[src/rtl/stack_downstream_dispatcher.sv]
// stack_downstream_dispatcher: FIFO-buffered packet router from the stack bus to the controller or a streaming lane.
// Optional stall watchdog is enabled by defining STACK_DISPATCH_TIMEOUT_EN.
module stack_downstream_dispatcher #(
    parameter int DATA_W      = 64,
    parameter int NUM_LANES   = 2,
    parameter int LANE_ID_W   = 2,
    parameter int FIFO_DEPTH  = 8,
    parameter int TIMEOUT_CYC = 256
) (
    input  logic                        clk,
    input  logic                        reset_poweron,
    input  logic                        std__pe__valid,
    input  logic [1:0]                  std__pe__cntl,
    input  logic [1:0]                  std__pe__type,
    input  logic [LANE_ID_W-1:0]        std__pe__lane,
    input  logic [DATA_W-1:0]           std__pe__data,
    output logic                        pe__std__ready,
    output logic                        sti__cntl__valid,
    output logic [1:0]                  sti__cntl__cntl,
    output logic [DATA_W-1:0]           sti__cntl__data,
    input  logic                        cntl__sti__ready,
    output logic [NUM_LANES-1:0]        sti__stOp__valid,
    output logic [2*NUM_LANES-1:0]      sti__stOp__cntl,
    output logic [DATA_W*NUM_LANES-1:0] sti__stOp__data,
    input  logic [NUM_LANES-1:0]        stOp__sti__ready,
    output logic                        sti__err_pulse,
    output logic [15:0]                 sti__pkt_count
);
    localparam int AW = $clog2(FIFO_DEPTH);
    localparam int EW = DATA_W + LANE_ID_W + 4;
    localparam logic [LANE_ID_W:0] LANES = (LANE_ID_W+1)'(NUM_LANES);
    localparam logic [AW:0] FULL = (AW+1)'(FIFO_DEPTH);
    typedef enum logic [1:0] {IDLE, CNTL, LANE, DROP} state_t;
    state_t state, nxt;
    logic [EW-1:0] mem [FIFO_DEPTH];
    logic [AW-1:0] wr_ptr, rd_ptr;
    logic [AW:0] count;
    logic started, push, pop, to_cntl, to_lane, err_now, h_valid;
    logic [1:0] h_cntl, h_type;
    logic [LANE_ID_W-1:0] h_lane, lane_q, dest_lane;
    logic [DATA_W-1:0] h_data;
    logic [NUM_LANES-1:0] lane_hit;

    assign {h_cntl, h_type, h_lane, h_data} = mem[rd_ptr];
    assign h_valid = count != '0;
    // ready stays low until the first edge after reset release
    assign pe__std__ready = started && count != FULL;
    assign push = std__pe__valid && pe__std__ready;
    assign dest_lane = state == IDLE ? h_lane : lane_q;
    assign sti__cntl__valid = to_cntl;
    assign sti__cntl__cntl = h_cntl;
    assign sti__cntl__data = h_data;

    for (genvar i = 0; i < NUM_LANES; i++) begin : g_lane
        assign lane_hit[i] = dest_lane == LANE_ID_W'(i);
        assign sti__stOp__valid[i] = to_lane && lane_hit[i];
        assign sti__stOp__cntl[2*i +: 2] = h_cntl;
        assign sti__stOp__data[DATA_W*i +: DATA_W] = h_data;
    end

    // In IDLE the head header is decoded and routed in the same cycle it reaches the head
    always_comb begin
        to_cntl = 1'b0;
        to_lane = 1'b0;
        pop = 1'b0;
        err_now = 1'b0;
        nxt = state;
        if (h_valid) begin
            if (state == IDLE) begin
                if (h_cntl[0] && h_type == 2'b01) begin
                    to_cntl = 1'b1;
                    nxt = h_cntl[1] ? IDLE : CNTL;
                end else if (h_cntl[0] && h_type == 2'b00 && {1'b0, h_lane} < LANES) begin
                    to_lane = 1'b1;
                    nxt = h_cntl[1] ? IDLE : LANE;
                end else begin
                    pop = 1'b1;
                    err_now = 1'b1;
                    nxt = h_cntl == 2'b01 ? DROP : IDLE;
                end
            end else if (state == DROP) begin
                pop = 1'b1;
                nxt = h_cntl == 2'b10 ? IDLE : DROP;
            end else if (h_cntl[0]) begin
                err_now = 1'b1;
                nxt = IDLE;
            end else begin
                to_cntl = state == CNTL;
                to_lane = state == LANE;
                nxt = h_cntl[1] ? IDLE : state;
            end
            if (to_cntl || to_lane) begin
                pop = to_cntl ? cntl__sti__ready : |(lane_hit & stOp__sti__ready);
                nxt = pop ? nxt : state;
            end
        end
    end

    always_ff @(posedge clk) begin
        if (push) mem[wr_ptr] <= {std__pe__cntl, std__pe__type, std__pe__lane, std__pe__data};
    end

`ifdef STACK_DISPATCH_TIMEOUT_EN
    localparam int TW = $clog2(TIMEOUT_CYC + 1);
    logic [TW-1:0] wd;
    logic stall, wd_hit;
    assign stall = (state == CNTL || state == LANE) && !pop && nxt == state;
    assign wd_hit = stall && wd == TW'(TIMEOUT_CYC - 1);
`endif

    always_ff @(posedge clk or negedge reset_poweron) begin
        if (!reset_poweron) begin
            state <= IDLE;
            wr_ptr <= '0;
            rd_ptr <= '0;
            count <= '0;
            started <= 1'b0;
            lane_q <= '0;
            sti__err_pulse <= 1'b0;
            sti__pkt_count <= '0;
`ifdef STACK_DISPATCH_TIMEOUT_EN
            wd <= '0;
`endif
        end else begin
            started <= 1'b1;
            wr_ptr <= wr_ptr + AW'(push);
            rd_ptr <= rd_ptr + AW'(pop);
            count <= count + (AW+1)'(push) - (AW+1)'(pop);
            if (state == IDLE && to_lane) lane_q <= h_lane;
            if (pop && (to_cntl || to_lane) && h_cntl[1]) sti__pkt_count <= sti__pkt_count + 16'd1;
`ifdef STACK_DISPATCH_TIMEOUT_EN
            state <= wd_hit ? DROP : nxt;
            sti__err_pulse <= err_now || wd_hit;
            wd <= (stall && !wd_hit) ? wd + 1'b1 : '0;
`else
            state <= nxt;
            sti__err_pulse <= err_now;
`endif
        end
    end
endmodule

[config.mk]
export PLATFORM = sky130hd
export DESIGN_NAME = stack_downstream_dispatcher
export DESIGN_NICKNAME = d
export VERILOG_FILES = /design/src/rtl/stack_downstream_dispatcher.sv
export SDC_FILE = /design/constraint.sdc
export NUM_CORES = 1
export LEC_CHECK = 0
export BUFFER_PORTS_ARGS = -buffer_cell sky130_fd_sc_hd__buf_2
export CORE_UTILIZATION = 40
export CTS_BUF_LIST = sky130_fd_sc_hd__clkbuf_16
export CTS_CLUSTER_SIZE = 25
export DETAILED_ROUTE_END_ITERATION = 6
export SETUP_SLACK_MARGIN = 0.15
export SYNTH_ARGS = -nofsm -noshare
export SYNTH_HDL_FRONTEND = slang
export SYNTH_SLANG_ARGS = --single-unit
[constraint.sdc]
create_clock -name clk -period 10.4 [get_ports clk]
set_input_delay 1.04 -clock clk [delete_from_list [all_inputs] [get_ports clk]]
set_output_delay 1.04 -clock clk [all_outputs]
set_load 0.03 [all_outputs]
# Yosys cells after proc, flatten, opt, wreduce, memory -nomap -nowiden
# Memories as Yosys holds them, arrays and structs flattened.
# Cells that the tools add are included.
[totals]
ff_bits = 32
wordCells = 82
ram_bits = 560
in_bits = 76
out_inout_bits = 219
mem_count = 1
[memory_table]
columns = ["memory", "words", "width", "read_ports", "rd_ports_with_merged_regs", "write_ports", "line", "rtl"]
rows = [
  ["mem", 8, 70, 1, 0, 1, "35", "logic [EW-1:0] mem [FIFO_DEPTH];"],
]
[op_classes]
eq_ne = 9
n_lt_le_gt_ge = 1
bitwise_logic = 1
reduce_logical = 18
add_sub_neg = 5
n_mux = 39
[op_table]
columns = ["operator", "count"]
rows = [
  ["$mux W1", 27],
  ["$mux W2", 12],
  ["$add A16 B1 Y16 const B", 1],
  ["$logic_and A1 B1 Y1", 10],
  ["$eq A2 B1 Y1 const B", 4],
  ["$add A3 B1 Y3", 2],
  ["$eq A2 B2 Y1 const B", 3],
  ["$logic_not A2 Y1", 3],
  ["$add A4 B1 Y4", 1],
  ["$ne A4 B4 Y1 const B", 1],
  ["$reduce_bool A4 Y1", 1],
  ["$sub A4 B1 Y4", 1],
  ["$and A2 B2 Y2", 1],
  ["$logic_or A1 B1 Y1", 2],
  ["$lt A2 B2 Y1 const B", 1],
  ["$ne A2 B1 Y1 const B", 1],
  ["$reduce_and A2 Y1", 1],
  ["$reduce_or A2 Y1", 1],
]

# Depth between registers and ports, before layout
# Gate-level depths: netlist (run 1).
# An unclocked memory read counts as a cell.
[logic_depth]
ltp_word = 13
mapped_depth = 15
depth_no_buf = 14

# Worst setup path before layout (run 1)
# Ideal clock, no wire load.
[synth_timing]
path_type = "register to register"
from = "reg count[2]"
to = "mem mem[0][0] in the netlist's numbering, enable pin"
path_stages_with_launch = 6
synth_period_minus_slack_ns = 8.959
t_required_ns = 9.727
setup_ns = 0.673
n_path_buf = 0
slack_ns = 1.441
t_arrival_ns = 8.286
path_cell_list = "dfrtp_1 > inv_1 > ha_1 > a21boi_0 > nand2_1 > nor4_1"
[synth_between]
elab_chain_len = 5
[synth_lines]
columns = ["item", "line", "rtl"]
rows = [
  ["from (decl)", "37", "logic [AW:0] count;"],
  ["from (signal assigned)", "128", "count <= count + (AW+1)'(push) - (AW+1)'(pop);"],
  ["$ne A4 B4 Y1", "47", "assign pe__std__ready = started && count != FULL;"],
  ["$logic_and A1 B1 Y1", "47", ""],
  ["net pe__std__ready", "17", "output logic pe__std__ready,"],
  ["$logic_and A1 B1 Y1", "48", "assign push = std__pe__valid && pe__std__ready;"],
  ["$mux W1", "100", "if (push) mem[wr_ptr] <= {std__pe__cntl, std__pe__type, std__pe__lane, std__pe__data};"],
  ["$mux W1 (not written as such)", "100", ""],
  ["to (decl)", "35", ""],
]
# The timed path passes the listed nets, and every way through them passes these cells.

# Worst setup path after layout (run 1)
[layout_timing]
from = "reg rd_ptr[1]"
to = "out sti__stOp__valid[0]"
[layout_between]
elab_chain_len = 10
elab_cells_between_ends = 17
cone_classes = "order compare (1); eq/ne (1); mux (8); reduce/logical (6); memory (1)"
[layout_lines]
columns = ["item", "line", "rtl"]
rows = [
  ["from (decl)", "36", "logic [AW-1:0] wr_ptr, rd_ptr;"],
  ["from (signal assigned)", "127", "rd_ptr <= rd_ptr + AW'(pop);"],
  ["$mem_v2 Z8 W70 (*)", "n/a", ""],
  ["branches (longest 8 deep; another with $lt A2 B2 Y1)", "n/a", ""],
  ["$logic_and A1 B1 Y1 (*)", "56", "assign sti__stOp__valid[i] = to_lane && lane_hit[i];"],
  ["to (decl)", "22", "output logic [NUM_LANES-1:0] sti__stOp__valid,"],
]
# Mark *: on every way between the ends. The select of a mux whose other input is x is not followed.

==> impl_metrics.py, run 1 <==
metrics = {
    "outcome": {
        "outcome": "finished clean",
    },
    "clocking": {
        "cts.clk_slew.worst_paths_ns": 0.06,
        "postCtsHoldBufs": 0,
        "cts_htree_levels": 2,
        "post-cts-setup-buffers": 0,
        "cts_buffer_depth": 3,
        "clockRootBuffer": "clkbuf_16",
        "tritoncts": "done",
        "clock_latency_ns": 0.62,
        "numCtsBuffers": 59,
        "ctsResizeCount": 0,
        "cts_sinks": 592,
    },
    "sta": {
        "slew_headroom": 0.327,
        "slew_viol_final": 0,
        "min_period_ns": 5.06,
        "timing.fmax_ghz": 0.198,
        "rsz0062_at_grt": "false",
        "setup_violations": 0,
        "hold_viol": 0,
        "skew_ns": 0.0286,
        "worst_pin_slew_ns": 1.01,
        "fin_crit_sh": 0.487,
        "fin_tns_setup_ns": 0,
    },
    "logic_synthesis": {
        "synth_top_area_frac": 0.709,
        "yosysUniqueCellTypes": 46,
        "async_flop_share": 0.0541,
        "synth_area_um2": 23700,
        "postSynthCellCount": 1120,
        "ys_ff_latch": 592,
        "ys.flop_type": "edfxtp_1",
        "synth_area_leader_cell": "edfxtp_1",
        "synth-edff-count": 560,
        "syn-num-nets": 1212,
        "yosysSeqAreaShare": 0.742,
        "synth_warnings": 0,
        "syn_area_per_cell_um2": 21.2,
        "synthTopCellsByArea": "edfxtp_1 (71%), mux4_2 (13%), buf_4 (4.2%)",
    },
    "place": {
        "dp_cells": 2026,
        "dp_hpwl_mm": 25.8,
        "place_congestion": 0.759,
        "post_dp_cell_area_um2": 25200,
        "numPortBuffers": 294,
    },
    "final_layout": {
        "syn2layout_area_growth_pct": 14.2,
        "layout_commonest_cell": "edfxtp_1",
        "mostFrequentLayoutCells": "edfxtp_1 (560), buf_2 (294), mux4_2 (140), mux2_2 (68), clkbuf_16 (60)",
        "final_area_um2": 27100,
        "final_cells": 2136,
        "drive_gt1_frac": 0.451,
        "nNetsFinal": 1414,
    },
    "min_path": {
        "hp-start": "sti__pkt_count[15]",
        "whs_endpoint": "sti__pkt_count[15]",
        "hold_path_class": "reg2reg",
        "min_path_cells": 1,
    },
    "power": {
        "pwr_density_cell_nw_per_um2": 322,
        "vdd_ir_drop_max_mv": 0.266,
        "p_leak_nw": 9.38,
    },
    "floorplan": {
        "dieWidth_um": 246,
        "die_h_um": 246,
        "start_util": 0.408,
        "die_area_um2": 60300,
        "io_pins": 295,
        "core-area_um2": 58100,
        "rows": 88,
    },
    "run": {
        "cap_violations": 0,
    },
    "worst_setup_path": {
        "r2r_start": "rd_ptr[1]",
        "arrival_ns": 4.02,
        "critPathLaunch": "rd_ptr[1]",
        "worstSetupPathType": "reg2out",
        "crit_fanout": 43,
        "cp-end-kind": "primary output",
        "rr_endpoint": "count[2]",
        "critPathRequiredTime_ns": 9.36,
        "critPathLaunchType": "flop",
        "reg2reg_slack_ns": 5.91,
        "reg2regPathDepth": 14,
    },
    "route": {
        "antenna_left": 0,
        "drt_iter0_drc": 712,
        "vias_per_cell": 5.09,
        "wl_per_cell_um": 22.0,
        "drt_first_pass_iters": 4,
        "drc": 0,
        "drt-total-wl_mm": 47.0,
        "vias": 10872,
    },
    "grt": {
        "overflow": 0,
        "first_global_vias": 11077,
        "grt_first_pass_wirelength_mm": 70.0,
        "antenna_found_initial": 13,
        "grt_max_degree": 58,
        "grt_use_total": 0.157,
    },
}
worst max-delay path: stages (launching register included):
cell	delay, ns
dfrtp_4	0.84
buf_4	0.65
mux4_2	0.59
mux2i_1	0.33
and3_1	0.27
a21bo_2	0.16
nor2b_1	0.22
and3_1	0.18
buf_2	0.19
state kept, by name (all words and copies together) (netlist names):
| register | cells |
|---|---|
| rd_ptr | 3 |
| started | 1 |
| lane_q | 2 |
| sti__pkt_count | 16 |
| wr_ptr | 3 |
| sti__err_pulse | 1 |
| state | 2 |
| mem | 560 |
| count | 4 |
metal layers:
metal,wire [µm],global-route usage,up-vias,share of wire
met4,850,0.0380,24,0.018
met3,2680,0.0404,86,0.057
met5,160,0,-,0.0034
met1,20800,0.214,5691,0.44
met2,22500,0.251,273,0.48
li1,-,-,4798,-
where the power goes:
part	internal [W]	switching, W	total, W
Clock	0.00121	0.000860	0.00207
Sequential	0.00283	0.000159	0.00299
Combinational	0.00127	0.00241	0.00368
Total	0.00531	0.00343	0.00874
cell families after synthesis:
| kind of cell | share of synthesized area |
|---|---|
| and+or+nand+nor | 0.0137 |
| xor gates and xnor gates | 0.00701 |
| DFF | 0.742 |
| other | 0.000158 |
| adders and majority gates | 0.00875 |
| muxes | 0.168 |
| AOI/OAI and AO/OA | 0.00801 |
| buffers and inverters | 0.0522 |
synth_stat cells (4+ instances only):
cell	instances
edfxtp_1	560
mux4_2	140
buf_4	132
mux2_2	68
dfrtp_1	32
buf_1	24
inv_1	17
ha_1	15
xnor2_1	15
nand2_1	12
nor2_1	12
clkbuf_1	11
nand3_1	10
mux2i_1	5
nand4_1	5
nor3_1	5
o21ai_0	5
and3_1	4
xor2_1	4
stage by stage:
stage                     power (W)  hold slack (ns)  utilization  setup WS, ns
final                       0.00874            0.475        0.466          5.34
after global routing        0.00916            0.502        0.466          4.88
after CTS                   0.00888            0.486        0.466          5.16
after detailed placement    0.00679            0.478        0.433          5.81
after global placement      0.00677            0.459        0.433          5.84
after floorplan             0.00633            0.478            -          1.44
cell type report:
type	count	area [µm²]
antenna	2	5.00
clock buffer	60	1500
clock inverter	48	402
fill	4897	31000
inverter	18	67.6
multi-input combinational	337	4920
sequential	592	17600
tap	765	957
timing repair buffer	314	1620
worst max-delay path by stage:
stage	end	slack, ns	cells after the start
after floorplan	mem[0][0]	1.44	5
after global placement	sti__stOp__data[68]	5.84	5
after detailed placement	count[1]	5.81	14
after CTS	sti__cntl__data[5]	5.16	5
after global routing	sti__stOp__valid[1]	4.88	9
final	sti__stOp__valid[0]	5.34	8
(Power assumes the default switching activity.)
==> run 2, diff against run 1 <==
--- a/config.mk
+++ b/config.mk
@@ -5,6 +5,7 @@
 export SDC_FILE = /design/constraint.sdc
 export NUM_CORES = 1
 export LEC_CHECK = 0
+export ABC_AREA = 1
 export BUFFER_PORTS_ARGS = -buffer_cell sky130_fd_sc_hd__buf_2
 export CORE_UTILIZATION = 40
 export CTS_BUF_LIST = sky130_fd_sc_hd__clkbuf_16
==> constraint.sdc (replaced) <==
create_clock -name clk -period 5.1 [get_ports clk]
set_input_delay 0.51 -clock clk [delete_from_list [all_inputs] [get_ports clk]]
set_output_delay 0.51 -clock clk [all_outputs]
set_load 0.03 [all_outputs]
==> run 2 against run 1 <==
Net effect: final area increased by 2.4%; sequential cell count unchanged; area after synthesis increased by 3.8%; count of clock-buffer cells in the layout unchanged; largest cell class unchanged.
==> impl_metrics.py, run 2 <==
metrics = {
    "route": {
        "drt_first_pass_iters": 5,
        "wl_per_cell_um": 18.5,
        "drt-total-wl_mm": 55.4,
        "antenna_left": 0,
        "drc": 0,
        "vias_per_cell": 5.14,
        "vias": 15402,
        "drt_iter0_drc": 982,
    },
    "sta": {
        "setup_violations": 0,
        "skew_ns": 0.0120,
        "slew_viol_final": 0,
        "fin_tns_setup_ns": 0,
        "worst_pin_slew_ns": 1.03,
        "slew_headroom": 0.315,
        "hold_viol": 0,
        "min_period_ns": 4.21,
        "rsz0062_at_grt": "false",
        "worst_slack_ns": 0.889,
        "fin_crit_sh": 0.826,
        "timing.fmax_ghz": 0.237,
    },
    "grt": {
        "use_met3": 0.0331,
        "grt_use_total": 0.175,
        "grt_first_pass_wirelength_mm": 85.0,
        "antenna_found_initial": 8,
        "grt_max_degree": 129,
        "use_met2": 0.295,
        "overflow": 0,
        "met1_usage": 0.232,
        "top_usage_layer": "met2",
        "first_global_vias": 14637,
    },
    "logic_synthesis": {
        "synth_area_um2": 24600,
        "synth-edff-count": 560,
        "ys_ff_latch": 592,
        "synth_compound_area_frac": 0.0935,
        "yosysUniqueCellTypes": 34,
        "async_flop_share": 0.0541,
        "synthSimpleGateAreaFrac": 0.108,
        "syn_area_per_cell_um2": 12.1,
        "synth_top_family_by_area": "simple AND/OR/NAND/NOR gates",
        "synth_area_leader_cell": "edfxtp_1",
        "synthAdderAreaFrac": 0.00843,
        "synth_xor_xnor_area_share": 0.00462,
        "synth_warnings": 0,
        "yosysSeqAreaShare": 0.715,
        "synthTopCellsByArea": "edfxtp_1 (68%), nor2_1 (7.4%), o21ai_0 (5.3%)",
        "ys.flop_type": "edfxtp_1",
        "syn-num-nets": 2123,
        "synth_top_area_frac": 0.682,
        "synthMuxAreaShare": 0,
        "yosysMostFrequentCell": "edfxtp_1",
        "postSynthCellCount": 2031,
        "ys_top_cells_by_count": "edfxtp_1 (560), nor2_1 (486), o21ai_0 (262)",
    },
    "floorplan": {
        "die_area_um2": 62600,
        "start_util": 0.407,
        "rows": 90,
        "core-area_um2": 60600,
        "io_pins": 295,
        "die_h_um": 250,
        "dieWidth_um": 250,
    },
    "final_layout": {
        "nNetsFinal": 2260,
        "drive_gt1_frac": 0.194,
        "layout_commonest_cell": "edfxtp_1",
        "largest_reg_flops": 560,
        "fillers": 5370,
        "final_cells": 2996,
        "syn2layout_area_growth_pct": 12.6,
        "final_area_um2": 27800,
        "top_regs": "mem x560, sti__pkt_count x16, count x4",
        "mostFrequentLayoutCells": "edfxtp_1 (560), nor2_1 (478), buf_2 (294), o21ai_0 (262), nand2_1 (132)",
        "top_register": "mem",
    },
    "clocking": {
        "cts_sinks": 592,
        "ctsResizeCount": 0,
        "cts_buffer_depth": 3,
        "cts.clk_slew.worst_paths_ns": 0.06,
        "numCtsBuffers": 59,
        "clock_latency_ns": 0.61,
        "clockRootBuffer": "clkbuf_16",
        "cts_htree_levels": 2,
        "tritoncts": "done",
    },
    "worst_setup_path": {
        "arrival_ns": 3.70,
        "critPathRequiredTime_ns": 4.59,
        "r2r_start": "rd_ptr[0]",
        "critPathLaunchType": "flop",
        "crit_fanout": 84,
        "reg2reg_slack_ns": 1.45,
        "worstSetupPathType": "reg2out",
        "critPathLaunch": "rd_ptr[0]",
        "reg2regPathDepth": 17,
        "cp-end-kind": "primary output",
    },
    "place": {
        "dp_cells": 2888,
        "dp_slack_ns": 1.45,
        "place_congestion": 0.755,
        "numPortBuffers": 294,
        "post_dp_cell_area_um2": 25900,
        "dp_hpwl_mm": 29.4,
    },
    "run": {
        "cap_violations": 0,
    },
    "outcome": {
        "outcome": "finished clean",
    },
    "min_path": {
        "min_path_cells": 1,
        "hold_path_class": "in2reg",
        "hp-start": "std__pe__data[34]",
    },
}
run 2: cell types whose count changed after synthesis, sizes merged, moves of 7 or more:
cell / before / now
mux4: 140 / 0
nor2: 12 / 490
nand2: 12 / 134
o21bai: 1 / 17
xnor2: 15 / 2
o21ai: 5 / 264
xor2: 4 / 11
inv: 18 / 72
o22ai: 0 / 64
a31oi: 2 / 66
clkbuf: 11 / 76
nand3: 10 / 41
mux2: 69 / 0
run 2: layout make-up:
cell class | count | area (µm²) | share of cell area
sequential | 592 | 17600 | 0.635
clock buffer | 60 | 1500 | 0.0541
inverter | 72 | 280 | 0.0101
tap | 782 | 978 | 0.0353
antenna | 1 | 2.50 | 0.0000902
multi-input combinational | 1123 | 5350 | 0.193
clock inverter | 46 | 300 | 0.0108
timing repair buffer | 320 | 1720 | 0.0619
run 2: kinds of logic (layout without fill, tap and decap cells):
logic type | Yosys count | after routing
XOR/XNOR | 13 | 13
AO/OA/AOI/OAI | 415 | 415
buffers and inverters | 316 | 498
adder cells (fa/ha/maj) | 16 | 16
other | 1 | 2
flip-flops | 592 | 592
AND/OR/NAND/NOR | 678 | 678
run 2: worst paths after layout:
check,endpoint
worst max-delay path,sti__stOp__data[91]
worst min-delay path,mem[1][34]
worst max register to register,count[2]
worst min register to register,lane_q[1]
max in group asynchronous,rd_ptr[0]
min in group asynchronous,state[0]
run 2: what timing repair did:
action	CTS	global route
hold endpoints to repair	9	0
setup endpoints to repair	0	0
buffers inserted	0	0
hold buffers	1	0
run 2: per-stage QoR:
stage,utilization,hold slack (ns)
floorplan,-,0.214
global placement,0.428,0.443
detailed placement,0.428,0.448
CTS,0.458,0.125
global route,0.458,0.138
finish,0.458,0.163
run 2: metal layers:
layer  up-vias  wire [µm]
met5         -         94
met4        14       1110
met3        92       2880
met2       365      26900
met1      7598      24500
li1       7333          -
run 2: critical path, stage by stage, from the launching register on:
cell and delay (ns):
dfrtp_4 0.73, inv_6 0.47, buf_4 0.72, o21ai_0 0.16, o22ai_1 0.16, nor2_1 0.06
a31oi_1 0.42, buf_2 0.29
Power of run 2 is left out: the tool's default activity adds up to more than one toggle a clock period on the data nets, which glitch-free logic cannot reach.
==> run 3, diff against run 2 <==
==> constraint.sdc (replaced) <==
create_clock -name clk -period 3.6 [get_ports clk]
set_input_delay 0.36 -clock clk [delete_from_list [all_inputs] [get_ports clk]]
set_output_delay 0.36 -clock clk [all_outputs]
set_load 0.03 [all_outputs]
==> run 3 against run 2 <==
Net effect: cell count up 2.5%; highest routed layer unchanged; wire length rose by 1.4%; non-clock buffer count grew 67.
==> impl_metrics.py, run 3 (synthesis results as in run 2) <==
metrics = {
    "grt": {
        "antenna_found_initial": 6,
        "grt_use_total": 0.177,
        "first_global_vias": 14927,
        "use_met3": 0.0295,
        "met1_usage": 0.239,
        "use_met2": 0.296,
        "overflow": 0,
        "grt_first_pass_wirelength_mm": 86.4,
        "grt_max_degree": 98,
        "top_usage_layer": "met2",
    },
    "floorplan": {
        "rows": 90,
        "die_area_um2": 62600,
        "dieWidth_um": 250,
        "start_util": 0.407,
        "io_pins": 295,
        "core-area_um2": 60600,
        "die_h_um": 250,
    },
    "clocking": {
        "cts_sinks": 592,
        "clockRootBuffer": "clkbuf_16",
        "cts.clk_slew.worst_paths_ns": 0.06,
        "numCtsBuffers": 61,
        "tritoncts": "done",
        "clock_latency_ns": 0.63,
        "cts_htree_levels": 2,
        "cts_buffer_depth": 3,
    },
    "sta": {
        "hold_viol": 0,
        "timing.fmax_ghz": 0.305,
        "worst_slack_ns": 0.323,
        "min_period_ns": 3.28,
        "skew_ns": 0.0190,
        "fin_tns_setup_ns": 0,
        "setup_violations": 0,
        "fin_hold_ws_ns": 0.0240,
        "worst_pin_slew_ns": 0.798,
        "rsz0062_at_grt": "true",
        "slew_headroom": 0.468,
        "slew_viol_final": 0,
        "fin_crit_sh": 0.910,
    },
    "worst_setup_path": {
        "r2r_start": "rd_ptr[0]",
        "cpMaxStageDelayCell": "dfrtp_4",
        "cp-end-kind": "primary output",
        "arrival_ns": 2.92,
        "critPathMaxStageDelay_ns": 0.54,
        "critPathLaunch": "rd_ptr[0]",
        "critPathRequiredTime_ns": 3.24,
        "critPathLaunchType": "flop",
        "path_cells": "buf_8 -> o21ai_0 -> o22ai_1 -> nor2_1 -> a31oi_1 -> buf_2",
        "crit_family": "compound AO/OA/AOI/OAI gates",
        "crit_fanout": 97,
        "cp_num_buf_inv": 2,
        "worstSetupPathType": "reg2out",
    },
    "final_layout": {
        "mostFrequentLayoutCells": "edfxtp_1 (560), nor2_1 (478), buf_2 (294), o21ai_0 (262), nand2_1 (132)",
        "final_area_um2": 28700,
        "nNetsFinal": 2329,
        "top_regs": "mem x560, sti__pkt_count x16, count x4",
        "top_register": "mem",
        "syn2layout_area_growth_pct": 16.6,
        "layout_commonest_cell": "edfxtp_1",
        "fillers": 5370,
        "largest_reg_flops": 560,
        "drive_gt1_frac": 0.198,
    },
    "route": {
        "vias": 15684,
        "vias_per_cell": 5.11,
        "drt_first_pass_iters": 7,
        "drt-total-wl_mm": 56.2,
        "antenna_left": 0,
        "wl_per_cell_um": 18.3,
        "drc": 0,
        "drt_iter0_drc": 973,
    },
    "place": {
        "post_dp_cell_area_um2": 26000,
        "numPortBuffers": 294,
        "place_congestion": 0.770,
        "dp_slack_ns": 0.404,
        "dp_hpwl_mm": 29.4,
    },
    "min_path": {
        "hold_path_class": "in2reg",
        "hp-start": "std__pe__data[40]",
    },
    "outcome": {
        "outcome": "finished clean",
    },
    "run": {
        "cap_violations": 0,
    },
}
==> run 3: cell count changes in the layout (fill, tap and decap cells not counted), sizes merged <==
cell | previous run | this run
inv | 87 | 86
clkbuf | 60 | 64
bufinv | 2 | 6
diode | 1 | 3
buf | 319 | 329
clkinv | 23 | 25
bufbuf | 0 | 1
dlygate4sd3 | 1 | 55
==> run 3: per-layer routing <==
metal  vias up  wire, µm
met2       349     27300
met1      7781     25300
met4         6      1140
met3        83      2510
li1       7465         -
met5         -        34
==> run 3: cell type report <==
cell class              instances  area [µm²]  share of cell area
multi-input cells            1123        5350               0.186
flip-flops and latches        592       17600               0.614
clock buffers                  62        1550              0.0540
repair buffers                387        2500              0.0870
well taps                     782         978              0.0341
inverters                      72         288              0.0100
clock inverters                51         422              0.0147
diodes                          3        7.51            0.000261
==> run 3: final timing paths <==
path,end,cells after the start,slack (ns)
max in group asynchronous,rd_ptr[1],2,2.63
min in group asynchronous,state[1],2,0.38
worst max register to register,count[2],17,0.43
worst min register to register,lane_q[1],2,0.49
worst min-delay path,mem[0][40],1,0.02
worst max-delay path,sti__stOp__data[111],6,0.32
==> run 3: per-stage QoR <==
stage | std cells | utilization
2_1_floorplan | 2031 | -
3_3_place_gp | 2896 | 0.430
3_5_place_dp | 2896 | 0.430
4_1_cts | 3065 | 0.473
5_1_grt | 3072 | 0.474
6_report | 3072 | 0.474
==> run 3: timing repair <==
item	CTS	global route
setup endpoints to repair	186	82
resized for setup	11	11
setup buffers	0	4
gates cloned	1	0
endpoints found under the hold margin	427	0
pin swaps	0	0
hold buffers	55	0
Power of run 3 is left out for the same reason.
